### config.mk
export PLATFORM = sky130hd
export DESIGN_NAME = pipe_cla_addsub
export DESIGN_NICKNAME = d
export VERILOG_FILES = /design/src/rtl/pipe_cla_pkg.sv /design/src/rtl/cla_slice.sv /design/src/rtl/pipe_cla_addsub.sv
export SDC_FILE = /design/constraint.sdc
export NUM_CORES = 1
export LEC_CHECK = 0
export CAP_MARGIN = 20
export CELL_PAD_IN_SITES_DETAIL_PLACEMENT = 1
export CELL_PAD_IN_SITES_GLOBAL_PLACEMENT = 2
export CORE_ASPECT_RATIO = 1.25
export CORE_MARGIN = 8
export CORE_UTILIZATION = 35
export CTS_CLUSTER_DIAMETER = 150
export DETAILED_ROUTE_END_ITERATION = 7
export PLACE_DENSITY = 0.83
export SLEW_MARGIN = 20
export SYNTH_ARGS = -nofsm -noshare
export SYNTH_HDL_FRONTEND = slang
export SYNTH_SLANG_ARGS = --single-unit
### constraint.sdc
create_clock -name clk -period 5.56 [get_ports clk]
set_clock_uncertainty 0.15 [all_clocks]
set_input_delay 0.834 -clock clk [delete_from_list [all_inputs] [get_ports clk]]
set_output_delay 0.834 -clock clk [all_outputs]
set_load 0.01 [all_outputs]
### src/rtl/pipe_cla_pkg.sv
// pipe_cla_pkg
// Shared types and elaboration helpers for the pipelined CLA adder-subtractor.
//   addsub_flags_t : status flags produced alongside each result
//   calc_stages()  : pipeline depth for a WIDTH/SLICE split; 0 flags a bad split
package pipe_cla_pkg;

  typedef struct packed {
    logic cout;   // raw carry out of the MSB (for subtract, 1 = no borrow)
    logic v;      // signed overflow
    logic zero;   // result == 0
    logic neg;    // result MSB
  } addsub_flags_t;

  localparam int DEFAULT_WIDTH = 32'sd16;
  localparam int DEFAULT_SLICE = 32'sd4;

  // Number of slices/stages; returns 0 when WIDTH is not a positive multiple
  // of SLICE so the instantiating module can stop elaboration.
  function automatic int calc_stages(input int width, input int slice);
    if ((slice <= 32'sd0) || (width <= 32'sd0) || ((width % slice) != 32'sd0)) begin
      return 32'sd0;
    end else begin
      return width / slice;
    end
  endfunction

endpackage

### src/rtl/cla_slice.sv
// cla_slice
// Combinational SLICE-bit carry look-ahead adder slice.
// Ports:
//   a, b   : slice operands (b already inverted by the caller for subtract)
//   c_in   : carry into bit 0 of the slice
//   sum    : slice sum bits
//   c_out  : carry out of the slice MSB
//   c_msb  : carry into the slice MSB (used for signed overflow)
//   g, p   : group generate / propagate of the whole slice
module cla_slice #(
  parameter int SLICE = 4
) (
  input  logic [SLICE-1:0] a,
  input  logic [SLICE-1:0] b,
  input  logic             c_in,
  output logic [SLICE-1:0] sum,
  output logic             c_out,
  output logic             c_msb,
  output logic             g,
  output logic             p
);

  logic [SLICE-1:0] pb_s;
  logic [SLICE-1:0] gb_s;
  logic [SLICE:0]   c_s;

  // AND of pv[lo .. hi-1]; an empty span is 1 (propagates trivially).
  function automatic logic span_and(input logic [SLICE-1:0] pv, input int lo, input int hi);
    logic r;
    r = 1'b1;
    for (int i = 0; i < SLICE; i++) begin
      if ((i >= lo) && (i < hi)) begin
        r = r & pv[i];
      end else begin
        r = r;
      end
    end
    return r;
  endfunction

  assign pb_s = a ^ b;
  assign gb_s = a & b;

  // Look-ahead carries: each carry is a flat sum of products of generate
  // terms and propagate spans, so no carry depends on a lower carry.
  always_comb begin
    c_s = '0;
    g   = 1'b0;
    for (int i = 0; i <= SLICE; i++) begin
      c_s[i] = c_in & span_and(pb_s, 32'sd0, i);
      for (int j = 0; j < SLICE; j++) begin
        if (j < i) begin
          c_s[i] = c_s[i] | (gb_s[j] & span_and(pb_s, j + 32'sd1, i));
        end else begin
          c_s[i] = c_s[i];
        end
      end
    end
    for (int j = 0; j < SLICE; j++) begin
      g = g | (gb_s[j] & span_and(pb_s, j + 32'sd1, SLICE));
    end
  end

  assign p     = &pb_s;
  assign sum   = pb_s ^ c_s[SLICE-1:0];
  assign c_out = c_s[SLICE];
  assign c_msb = c_s[SLICE-1];

endmodule

### src/rtl/pipe_cla_addsub.sv
// pipe_cla_addsub
// Pipelined carry look-ahead adder-subtractor, one SLICE-bit slice per stage.
// result = x + (sub ? ~y : y) + (sub | cin), latency STAGES, 1 op/cycle.
// Ports:
//   clk, rst            : clock, asynchronous active-high reset
//   in_valid / in_ready : input handshake (in_ready = pipeline may advance)
//   sub, cin, x, y      : operation select, carry-in (ignored for sub), operands
//   out_valid/out_ready : output handshake with full backpressure
//   result              : sum or difference
//   cout, v, zero, neg  : raw carry out, signed overflow, zero, sign
module pipe_cla_addsub
  import pipe_cla_pkg::*;
#(
  parameter int WIDTH = DEFAULT_WIDTH,
  parameter int SLICE = DEFAULT_SLICE
) (
  input  logic             clk,
  input  logic             rst,
  input  logic             in_valid,
  output logic             in_ready,
  input  logic             sub,
  input  logic             cin,
  input  logic [WIDTH-1:0] x,
  input  logic [WIDTH-1:0] y,
  output logic             out_valid,
  input  logic             out_ready,
  output logic [WIDTH-1:0] result,
  output logic             cout,
  output logic             v,
  output logic             zero,
  output logic             neg
);

  localparam int STAGES = calc_stages(WIDTH, SLICE);

  if (STAGES == 32'sd0) begin : g_bad_cfg
    $error("pipe_cla_addsub: WIDTH must be a positive multiple of SLICE");
  end

  logic             adv_s;
  logic             out_valid_q, out_valid_d;
  logic [WIDTH-1:0] result_q, result_d;
  addsub_flags_t    flags_q, flags_d;
  logic [WIDTH-1:0] last_res_s;
  logic             last_vld_s;
  logic             last_cout_s;
  logic             last_cmsb_s;

  // The whole pipeline moves as one unit; it only freezes while a result
  // is waiting at the output and the consumer is not taking it.
  assign adv_s    = (!out_valid_q) || out_ready;
  assign in_ready = adv_s;

  genvar k;
  for (k = 0; k < STAGES; k++) begin : g_stage
    // Operand bits still to be added shrink by one slice per stage while
    // the finished result bits grow by one slice.
    localparam int OPW  = WIDTH - (k * SLICE);
    localparam int RESW = (k + 1) * SLICE;

    logic             vld_q, vld_d;
    logic             c_q, c_d;
    logic [OPW-1:0]   a_q, a_d;
    logic [OPW-1:0]   b_q, b_d;
    logic [SLICE-1:0] sum_s;
    logic             c_out_s;
    logic             c_msb_s;
    logic             g_s;
    logic             p_s;
    logic [RESW-1:0]  res_s;

    cla_slice #(.SLICE(SLICE)) u_slice (
      .a     (a_q[SLICE-1:0]),
      .b     (b_q[SLICE-1:0]),
      .c_in  (c_q),
      .sum   (sum_s),
      .c_out (c_out_s),
      .c_msb (c_msb_s),
      .g     (g_s),
      .p     (p_s)
    );

    if (k == 0) begin : g_first
      // Stage 0 takes the ports directly; subtract becomes x + ~y + 1 here.
      always_comb begin
        if (adv_s) begin
          vld_d = in_valid;
          c_d   = sub | cin;
          a_d   = x;
          b_d   = sub ? ~y : y;
        end else begin
          vld_d = vld_q;
          c_d   = c_q;
          a_d   = a_q;
          b_d   = b_q;
        end
      end

      assign res_s = sum_s;
    end else begin : g_next
      logic [(k*SLICE)-1:0] res_q, res_d;

      // Later stages take the previous slice's carry, the unconsumed operand
      // bits and the result bits completed so far.
      always_comb begin
        if (adv_s) begin
          vld_d = g_stage[k-1].vld_q;
          c_d   = g_stage[k-1].c_out_s;
          a_d   = g_stage[k-1].a_q[OPW+SLICE-1:SLICE];
          b_d   = g_stage[k-1].b_q[OPW+SLICE-1:SLICE];
          res_d = g_stage[k-1].res_s;
        end else begin
          vld_d = vld_q;
          c_d   = c_q;
          a_d   = a_q;
          b_d   = b_q;
          res_d = res_q;
        end
      end

      // Output-deskew register for the lower result bits.
      always_ff @(posedge clk or posedge rst) begin
        if (rst) begin
          res_q <= '0;
        end else begin
          res_q <= res_d;
        end
      end

      assign res_s = {sum_s, res_q};
    end

    // Stage valid, carry and input-skew operand registers.
    always_ff @(posedge clk or posedge rst) begin
      if (rst) begin
        vld_q <= 1'b0;
        c_q   <= 1'b0;
        a_q   <= '0;
        b_q   <= '0;
      end else begin
        vld_q <= vld_d;
        c_q   <= c_d;
        a_q   <= a_d;
        b_q   <= b_d;
      end
    end
  end

  assign last_res_s  = g_stage[STAGES-1].res_s;
  assign last_vld_s  = g_stage[STAGES-1].vld_q;
  assign last_cout_s = g_stage[STAGES-1].c_out_s;
  assign last_cmsb_s = g_stage[STAGES-1].c_msb_s;

  // Output stage: completed word plus flags from the top slice's carries.
  always_comb begin
    if (adv_s) begin
      out_valid_d  = last_vld_s;
      result_d     = last_res_s;
      flags_d.cout = last_cout_s;
      flags_d.v    = last_cmsb_s ^ last_cout_s;
      flags_d.zero = (last_res_s == '0);
      flags_d.neg  = last_res_s[WIDTH-1];
    end else begin
      out_valid_d  = out_valid_q;
      result_d     = result_q;
      flags_d      = flags_q;
    end
  end

  // Output registers; held stable while the consumer stalls.
  always_ff @(posedge clk or posedge rst) begin
    if (rst) begin
      out_valid_q <= 1'b0;
      result_q    <= '0;
      flags_q     <= '0;
    end else begin
      out_valid_q <= out_valid_d;
      result_q    <= result_d;
      flags_q     <= flags_d;
    end
  end

  assign out_valid = out_valid_q;
  assign result    = result_q;
  assign cout      = flags_q.cout;
  assign v         = flags_q.v;
  assign zero      = flags_q.zero;
  assign neg       = flags_q.neg;

endmodule

==> impl_metrics.toml, run 1 <==
[yosys]
ys_warn_count = 0
yosys.area.top_type = "dfrtp_1"
synth_seq_cells = 132
netlist_instances = 602
ys_seq_area_share_pct = 59.4
synthDominantCellAreaShare_pct = 59.4
synth_cell_type_count = 31
synth_area_um2 = 5560
syn_avg_cell_area_um2 = 9.24
synth.area.top_cells = "dfrtp_1 (59%), nand2_1 (21%), xnor2_1 (4.3%)"
synth.net_count = 660

[pwr]
p_clk_share_pct = 26.4
swShare_pct = 34.0
power_frac_seq_pct = 40.7
p_sw_mw = 1.39
power_leakage_nw = 3.41
ir_drop_mv = 0.227
p_per_area_nw_per_um2 = 589
internal_power_mw = 2.69
p_comb_share_pct = 32.9

[timing]
holdWs_ns = 0.310
setup_tns_ns = 0
finalWorstPathRequiredPeriod_ns = 3.45
setup_viol = 0
slew_headroom_pct = 29.9
fin_crit_sh_pct = 62.0
drv_slew = 0
worst_slew_pin_slew_ns = 1.05
hold_viol = 0
maxClockFrequency_mhz = 290
rsz0062_at_grt = "false"
fin_ws_ns = 2.11

[final_layout]
final_common_cell = "nand2_1"
fin_area_um2 = 6920
nets = 713
regArea_um2 = 3300
n_antenna_cell = 0
final_cell_mix = "nand2_1 (317), dfrtp_1 (132), clkdlybuf4s50_1 (59)"
drive_gt1_share_pct = 6.91
syn2layout_area_growth_pct = 24.4
fillCellCount = 1830
multi_input_area_um2 = 2110

[grt]
grt_overflow = 0
grt_max_degree = 101
grt_antenna_before_repair = 0
grt_pass1_vias = 4465
grt_pass1_wl_um = 21100
track_usage_pct = 13.2

[outcome]
status = "completed"

[worst_setup_path]
critical_path_class = "input port to output port"
start_kind = "input port"
path_max_fanout = 48
reg2reg_to = "g_stage[2].g_next.res_q[6]$_DFFE_PP0P_"
r2r_slack_ns = 3.06
r2r-start = "out_valid$_DFFE_PP0P_"
worst-r2r-cell-count = 7
cp-end-kind = "output port"
cp.required_ns = 4.58
critical_path_arrival_ns = 2.46

[flow_run]
max-cap-violations = 0

[floorplanning]
initial_core_util_pct = 35.7
dieArea_um2 = 20200
io_pins = 60
die-width_um = 129
core_um2 = 15600
die_y_um = 157
std_cell_rows = 51

[detailed_routing]
post_drt_via_cell_ratio = 4.53
first_pass_iters = 4
antenna_left = 0
routed_wl_um = 11800
drt-initial-drc-count = 235
drc = 0
vias = 3973
wl_per_cell_um = 13.4

[placed_design]
numPortBuffers = 59
hpwlAfterDp_um = 7900
placed_cell_area_um2 = 6340
routabilityCongestion = 0.716
place_ws_ns = 2.09

[clocking]
path_clk_slew_ns = 0.05
cts.path.max_buffers = 2
cts_tree = "yes"
cts_setup_buffers = 0
holdBufCountCts = 0
clock-root-buffer = "clkbuf_16"
clkSinkCount = 132
cts_max_level = 4
clkLatencyLatePin_ns = 0.42
cts_resized = 0
cts_made_buffers = 17

[min_path]
whs_endpoint = "result[8]$_DFFE_PP0P_"
hold_start = "result[8]$_DFFE_PP0P_"
hold_depth = 2
hold_path_class = "flip-flop to flip-flop"
registers in the layout, summed over array words and instances, names as in the netlist:
register	count
g_stage.a_q	40
cout	1
result	16
g_stage.c_q	4
out_valid	1
v	1
g_stage.vld_q	4
zero	1
g_stage.g_next.res_q	24
g_stage.b_q	40
how the worst max path moves through the flow:
stage / startpoint / to / slack (ns) / cells after the start
3_3_place_gp: out_ready / in_ready / 2.10 / 5
6_report: out_ready / in_ready / 2.11 / 5
5_1_grt: out_ready / in_ready / 1.99 / 5
4_1_cts: out_ready / in_ready / 2.08 / 5
3_5_place_dp: out_ready / in_ready / 2.09 / 5
2_1_floorplan: rst / cout$_DFFE_PP0P_ / 1.05 / 1
cells by family after synthesis:
kind of cell    share of synthesized area (%)
buf+inv                                  2.79
flops                                    59.4
compound gates                           4.79
simple gates                             23.4
mux                                     0.202
xor+xnor                                 4.41
fa+ha+maj                                5.04
per-stage QoR:
stage,power [mW],std cells,utilization [%]
global route,4.43,878,44.5
CTS,4.17,878,44.5
floorplan,2.58,602,-
detailed placement,3.06,848,40.7
finish,4.08,878,44.5
global placement,2.98,848,40.7
power groups by stage:
| stage | clock network [mW] | registers, mW | logic, mW |
|---|---|---|---|
| final | 1.08 | 1.66 | 1.34 |
| after global routing | 1.15 | 1.73 | 1.55 |
| after CTS | 1.11 | 1.67 | 1.38 |
| after detailed placement | 0 | 1.69 | 1.37 |
| after global placement | 0 | 1.67 | 1.32 |
| after floorplan | 0 | 1.63 | 0.948 |
layout make-up:
cell class / count / area share, %
Timing Repair Buffer: 65 / 9.18
Tap cell: 212 / 3.83
Multi-Input combinational cell: 434 / 30.5
Sequential cell: 132 / 47.7
Inverter: 5 / 0.325
Clock inverter: 2 / 0.145
Clock buffer: 28 / 8.33
synthesized netlist by cell type:
| library cell | instances |
|---|---|
| nor4_2 | 1 |
| nor4_1 | 1 |
| o21bai_1 | 3 |
| nand2_1 | 317 |
| clkinv_1 | 1 |
| a21oi_1 | 17 |
| xor2_1 | 1 |
| o21ai_0 | 1 |
| a21oi_2 | 1 |
| o31ai_2 | 1 |
| nand2b_1 | 2 |
| nor2_1 | 10 |
| buf_1 | 7 |
| nand3_1 | 1 |
| nor2b_2 | 1 |
| dfrtp_1 | 132 |
| fa_1 | 4 |
| or3_1 | 1 |
| mux2_2 | 1 |
| nor3_1 | 1 |
| xnor2_1 | 27 |
| or4_4 | 1 |
| inv_2 | 3 |
| o21ai_1 | 22 |
| buf_4 | 2 |
| clkbuf_1 | 12 |
| a21o_1 | 3 |
| buf_2 | 10 |
| inv_1 | 1 |
| nand4_1 | 1 |
| ha_1 | 16 |
worst max-delay path, stage by stage:
cell and delay, ns:
clkdlybuf4s50_1 0.44, nor2b_4 0.11, buf_4 0.44, clkinv_2 0.12
clkdlybuf4s50_1 0.50
routing by layer:
layer / track usage, % / share of wire [%] / up-vias
met5: 0 / 0 / -
met4: 5.05 / 1.4 / 0
met3: 4.60 / 4.5 / 12
met2: 22.5 / 51 / 51
met1: 14.9 / 43 / 1930
li1: - / - / 1980
Note: power is estimated with default switching activity, not from simulation.
==> inputs of run 2 (changes only) <==
==> constraint.sdc (replaced) <==
create_clock -name clk -period 3.2 [get_ports clk]
set_clock_uncertainty 0.15 [all_clocks]
set_input_delay 0.48 -clock clk [delete_from_list [all_inputs] [get_ports clk]]
set_output_delay 0.48 -clock clk [all_outputs]
set_load 0.01 [all_outputs]
==> run 2 against run 1 <==
Net effect:
- sequential share of layout area hardly changed
- via count is 1.3% higher
- worst setup slack worse by 1.3 ns
- final area hardly changed
- cell count is 0.11% higher
- critical path depth is 1 lower
- non-clock buffer count is 2 higher
- first-iteration DRC count is 29% lower
- global-route usage is 0.16 points lower
==> impl_metrics.toml, run 2 (synthesis gave the netlist of run 1 again) <==
[outcome]
status = "completed"

[timing]
fin_crit_sh_pct = 75.0
maxClockFrequency_mhz = 417
setup_tns_ns = 0
setup_viol = 0
worst_slew_pin_slew_ns = 0.678
fin_ws_ns = 0.801
rsz0062_at_grt = "false"
slew_headroom_pct = 54.7
finalWorstPathRequiredPeriod_ns = 2.40
drv_slew = 0
hold_viol = 0

[clocking]
cts_setup_buffers = 0
cts_resized = 0
path_clk_slew_ns = 0.05
cts.path.max_buffers = 2
clkSinkCount = 132
clkLatencyLatePin_ns = 0.41
cts_tree = "yes"
cts_made_buffers = 17
holdBufCountCts = 0
cts_max_level = 4
clock-root-buffer = "clkbuf_16"

[final_layout]
nets = 715
fillCellCount = 1818
final_cell_mix = "nand2_1 (317), dfrtp_1 (132), clkdlybuf4s50_1 (59)"
multi_input_area_um2 = 2110
n_antenna_cell = 0
final_common_cell = "nand2_1"
syn2layout_area_growth_pct = 24.5
largest_registers = "g_stage.a_q (40), g_stage.b_q (40), g_stage.g_next.res_q (24)"
final_util_pct = 44.5
drive_gt1_share_pct = 6.30
regArea_um2 = 3300

[detailed_routing]
routed_wl_um = 12000
drc = 0
first_pass_iters = 4
antenna_left = 0
vias = 4024
wl_per_cell_um = 13.7
post_drt_via_cell_ratio = 4.58
drt-initial-drc-count = 168

[floorplanning]
core_um2 = 15600
initial_core_util_pct = 35.7
std_cell_rows = 51
die_y_um = 157
io_pins = 60
dieArea_um2 = 20200
die-width_um = 129

[grt]
grt_pass1_wl_um = 21200
grt_pass1_vias = 4459
grt_antenna_before_repair = 0
grt_overflow = 0
grt_max_degree = 147
track_usage_pct = 13.1

[worst_setup_path]
slowest_delay_ns = 0.56
cp.required_ns = 2.57
critical_path_arrival_ns = 1.77
critical_path_class = "input port to output port"
cp-end-kind = "output port"
critical_path.slowest_cell = "clkdlybuf4s50_1"
start_kind = "input port"
path_max_fanout = 2
cp_cell_sequence = "clkdlybuf4s50_1 -> nor2b_4 -> clkinv_2 -> clkdlybuf4s50_1"
critPathMostFrequentCell = "clkdlybuf4s50_1"

[min_path]
hold_path_class = "flip-flop to flip-flop"

[pwr]
p_per_area_nw_per_um2 = 1020
finalPower_mw = 7.09
ir_drop_mv = 0.473
power_leakage_nw = 3.39

[placed_design]
hpwlAfterDp_um = 8050
place_ws_ns = 0.767
routabilityCongestion = 0.723
numPortBuffers = 59

[flow_run]
max-cap-violations = 0
## run 2: cell types whose count changed in the layout (fill, tap and decap cells not counted), sizes merged
cell      before  now
bufinv         0    2
buf            6    8
clkbuf        28   24
inv            3    2
clkinvlp       0    2
## run 2: worst max-delay path: cells and delay by family
kind,cells,cell delay (ns)
buffers and inverters,3,1.10
AND/OR/NAND/NOR,1,0.18
## run 2: metrics by stage
step / instance area [um2] / hold WS, ns / cells
after global routing: 6930 / 0.333 / 879
after CTS: 6930 / 0.319 / 879
final: 6930 / 0.313 / 879
after floorplan: 5570 / 0.280 / 602
after global placement: 6380 / 0.299 / 850
after detailed placement: 6380 / 0.305 / 850
## run 2: layout make-up
type / count / share of cell area (%)
sequential: 132 / 47.7
multi-input combinational: 434 / 30.5
timing repair buffer: 67 / 9.75
clock buffer: 24 / 6.81
tap: 212 / 3.83
clock inverter: 5 / 1.12
inverter: 5 / 0.343
## run 2: path summary, 6_finish.rpt
| kind | from | endpoint | slack (ns) | cells past startpoint |
|---|---|---|---|---|
| min in group asynchronous | rst | g_stage[1].a_q[10]$_DFFE_PP0P_ | 0.37 | 2 |
| setup reg to reg | g_stage[3].a_q[1]$_DFFE_PP0P_ | result[15]$_DFFE_PP0P_ | 1.18 | 6 |
| max in group asynchronous | rst | g_stage[2].b_q[2]$_DFFE_PP0P_ | 1.70 | 3 |
| hold reg to reg | result[0]$_DFFE_PP0P_ | result[0]$_DFFE_PP0P_ | 0.31 | 2 |
| setup / recovery | out_ready | in_ready | 0.80 | 4 |
| hold / removal | result[0]$_DFFE_PP0P_ | result[0]$_DFFE_PP0P_ | 0.31 | 2 |
## run 2: report_power, final
| group | switching (mW) | internal [mW] | total, mW | leakage [nW] |
|---|---|---|---|---|
| clock | 0.671 | 1.17 | 1.84 | 0.266 |
| combinational | 1.30 | 1.06 | 2.36 | 1.52 |
| sequential | 0.464 | 2.42 | 2.88 | 1.60 |
## run 2: metal layers
layer	global-route usage (%)	share of wire, %	routed length [um]	vias up
met5	0	0	0	-
met4	4.26	1.2	144	0
met3	3.59	3.4	411	13
met2	23.5	52	6230	53
met1	14.5	44	5250	1971
li1	-	-	-	1987
==> inputs of run 3 (changes only) <==
--- a/config.mk
+++ b/config.mk
@@ -10,10 +10,10 @@
 export CELL_PAD_IN_SITES_GLOBAL_PLACEMENT = 2
 export CORE_ASPECT_RATIO = 1.25
 export CORE_MARGIN = 8
-export CORE_UTILIZATION = 35
+export CORE_UTILIZATION = 32
 export CTS_CLUSTER_DIAMETER = 150
 export DETAILED_ROUTE_END_ITERATION = 7
-export PLACE_DENSITY = 0.83
+export PLACE_DENSITY = 0.8
 export SLEW_MARGIN = 20
 export SYNTH_ARGS = -nofsm -noshare
 export SYNTH_HDL_FRONTEND = slang
==> constraint.sdc (replaced) <==
create_clock -name clk -period 1.96 [get_ports clk]
set_clock_uncertainty 0.15 [all_clocks]
set_input_delay 0.294 -clock clk [delete_from_list [all_inputs] [get_ports clk]]
set_output_delay 0.294 -clock clk [all_outputs]
set_load 0.01 [all_outputs]
==> run 3 against run 2 <==
Net effect:
- cell count increased by 2.5%
- first-iteration DRC count increased by 23%
- final area increased by 2.6%
- die area increased by 8.3%
- critical endpoint is now v$_DFFE_PP0P_
==> impl_metrics.toml, run 3 (synthesis gave the netlist of run 1 again) <==
[final_layout]
n_antenna_cell = 0
final_cell_mix = "nand2_1 (317), dfrtp_1 (132), clkdlybuf4s50_1 (58)"
final_common_cell = "nand2_1"
largest_registers = "g_stage.a_q (40), g_stage.b_q (40), g_stage.g_next.res_q (24)"
drive_gt1_share_pct = 8.86
final_cells = 901
fin_area_um2 = 7110
syn2layout_area_growth_pct = 27.8
fillCellCount = 2004
nets = 722
final_util_pct = 41.3

[grt]
grt_pass1_vias = 4532
grt_pass1_wl_um = 22000
track_usage_pct = 12.5
grt_antenna_before_repair = 0
grt_overflow = 0
grt_max_degree = 75

[placed_design]
hpwlAfterDp_um = 8820
numPortBuffers = 59
routabilityCongestion = 0.715
placed_cell_area_um2 = 6480
dp_cells = 869

[floorplanning]
initial_core_util_pct = 32.3
dieArea_um2 = 21900
std_cell_rows = 54
io_pins = 60
die_y_um = 163
core_um2 = 17200
die-width_um = 134

[worst_setup_path]
r2r-start = "g_stage[3].a_q[0]$_DFFE_PP0P_"
critical_path_arrival_ns = 2.01
reg2reg_to = "v$_DFFE_PP0P_"
critical_path_class = "flip-flop to flip-flop"
r2r_slack_ns = 0.12
worst-r2r-cell-count = 7
critPathLaunch = "g_stage[3].a_q[0]$_DFFE_PP0P_"
start_kind = "flip-flop"
cp-end-kind = "flip-flop"
cp.required_ns = 2.14
crit_path_end = "v$_DFFE_PP0P_"
path_max_fanout = 3

[pwr]
internal_power_mw = 7.86
p_comb_share_pct = 33.9
p_per_area_nw_per_um2 = 1690
p_sw_mw = 4.17
swShare_pct = 34.7
p_clk_share_pct = 26.7
power_frac_seq_pct = 39.4
ir_drop_mv = 0.491
power_leakage_nw = 3.46

[timing]
drv_slew = 0
slew_headroom_pct = 71.3
worst_slew_pin_slew_ns = 0.431
hold_viol = 0
setup_viol = 0
fin_crit_sh_pct = 93.8
finalWorstPathRequiredPeriod_ns = 1.84
rsz0062_at_grt = "false"
maxClockFrequency_mhz = 544

[detailed_routing]
routed_wl_um = 12700
drc = 0
first_pass_iters = 4
post_drt_via_cell_ratio = 4.46
drt-initial-drc-count = 206
vias = 4019
antenna_left = 0
wl_per_cell_um = 14.1

[clocking]
clkSinkCount = 132
clkLatencyLatePin_ns = 0.41
path_clk_slew_ns = 0.06
cts_tree = "yes"
cts.path.max_buffers = 2
cts_setup_buffers = 0
clock-root-buffer = "clkbuf_16"
cts_max_level = 4
cts_made_buffers = 17

[outcome]
status = "completed"

[flow_run]
max-cap-violations = 0

[min_path]
hold_path_class = "input port to async pin"
-- run 3: routing by layer --
metal | vias to the layer above | global-route usage, % | share of wire, %
met1 | 1950 | 14.4 | 43
met3 | 9 | 3.11 | 3.2
met5 | - | 0 | 0
li1 | 2009 | - | -
met4 | 0 | 4.45 | 1.0
met2 | 51 | 22.0 | 53
-- run 3: worst min-delay path by stage --
stage                                        start                              to  depth (start not counted)
floorplan                                    x[10]  g_stage[0].a_q[10]$_DFFE_PP0P_                          2
finish                                         rst   g_stage[3].a_q[2]$_DFFE_PP0P_                          3
global placement    g_stage[1].a_q[10]$_DFFE_PP0P_  g_stage[1].a_q[10]$_DFFE_PP0P_                          2
global route                                   rst   g_stage[3].a_q[2]$_DFFE_PP0P_                          3
CTS                                            rst   g_stage[3].a_q[2]$_DFFE_PP0P_                          3
detailed placement  g_stage[1].a_q[11]$_DFFE_PP0P_  g_stage[1].a_q[11]$_DFFE_PP0P_                          2
-- run 3: cell type report --
type / instances / area, um2 / area share [%]
clock buffer: 20 / 447 / 6.28
clock inverter: 12 / 156 / 2.20
inverter: 5 / 25.0 / 0.352
multi-input combinational: 434 / 2130 / 30.0
sequential: 132 / 3300 / 46.5
tap: 224 / 280 / 3.94
timing repair buffer: 74 / 763 / 10.7
-- run 3: worst max-delay path, cell delays in order, from the launching register on --
cell and delay [ns]:
dfrtp_1 0.42, ha_1 0.31, nand3_1 0.07, nand2_1 0.12, a21oi_2 0.08, buf_4 0.14, or3_1 0.32, a21oi_1 0.15
-- run 3: timing repair --
action / in CTS / in global routing
resized for setup: 1 / 4
hold buffers: 0 / 0
endpoints found under the setup margin: 1 / 5
-- run 3: metrics by stage --
| stage | total power [mW] | hold slack, ns | setup WS (ns) | TNS (ns) |
|---|---|---|---|---|
| 3_3_place_gp | 8.64 | 0.301 | 0.00666 | 0 |
| 5_1_grt | 13.0 | 0.241 | 0.00169 | 0 |
| 2_1_floorplan | 7.32 | 0.256 | -0.121 | -16.00 |
| 6_report | 12.0 | 0.201 | 0.122 | 0 |
| 3_5_place_dp | 8.88 | 0.305 | -0.0234 | -0.0234 |
| 4_1_cts | 12.2 | 0.215 | 0.0176 | 0 |
-- run 3: power by group through the flow --
stage	sequential, mW	combinational (mW)	clock, mW
floorplan	4.63	2.69	0
global placement	4.74	3.90	0
detailed placement	4.80	4.08	0
CTS	4.77	4.16	3.28
global route	4.90	4.66	3.40
finish	4.74	4.08	3.21
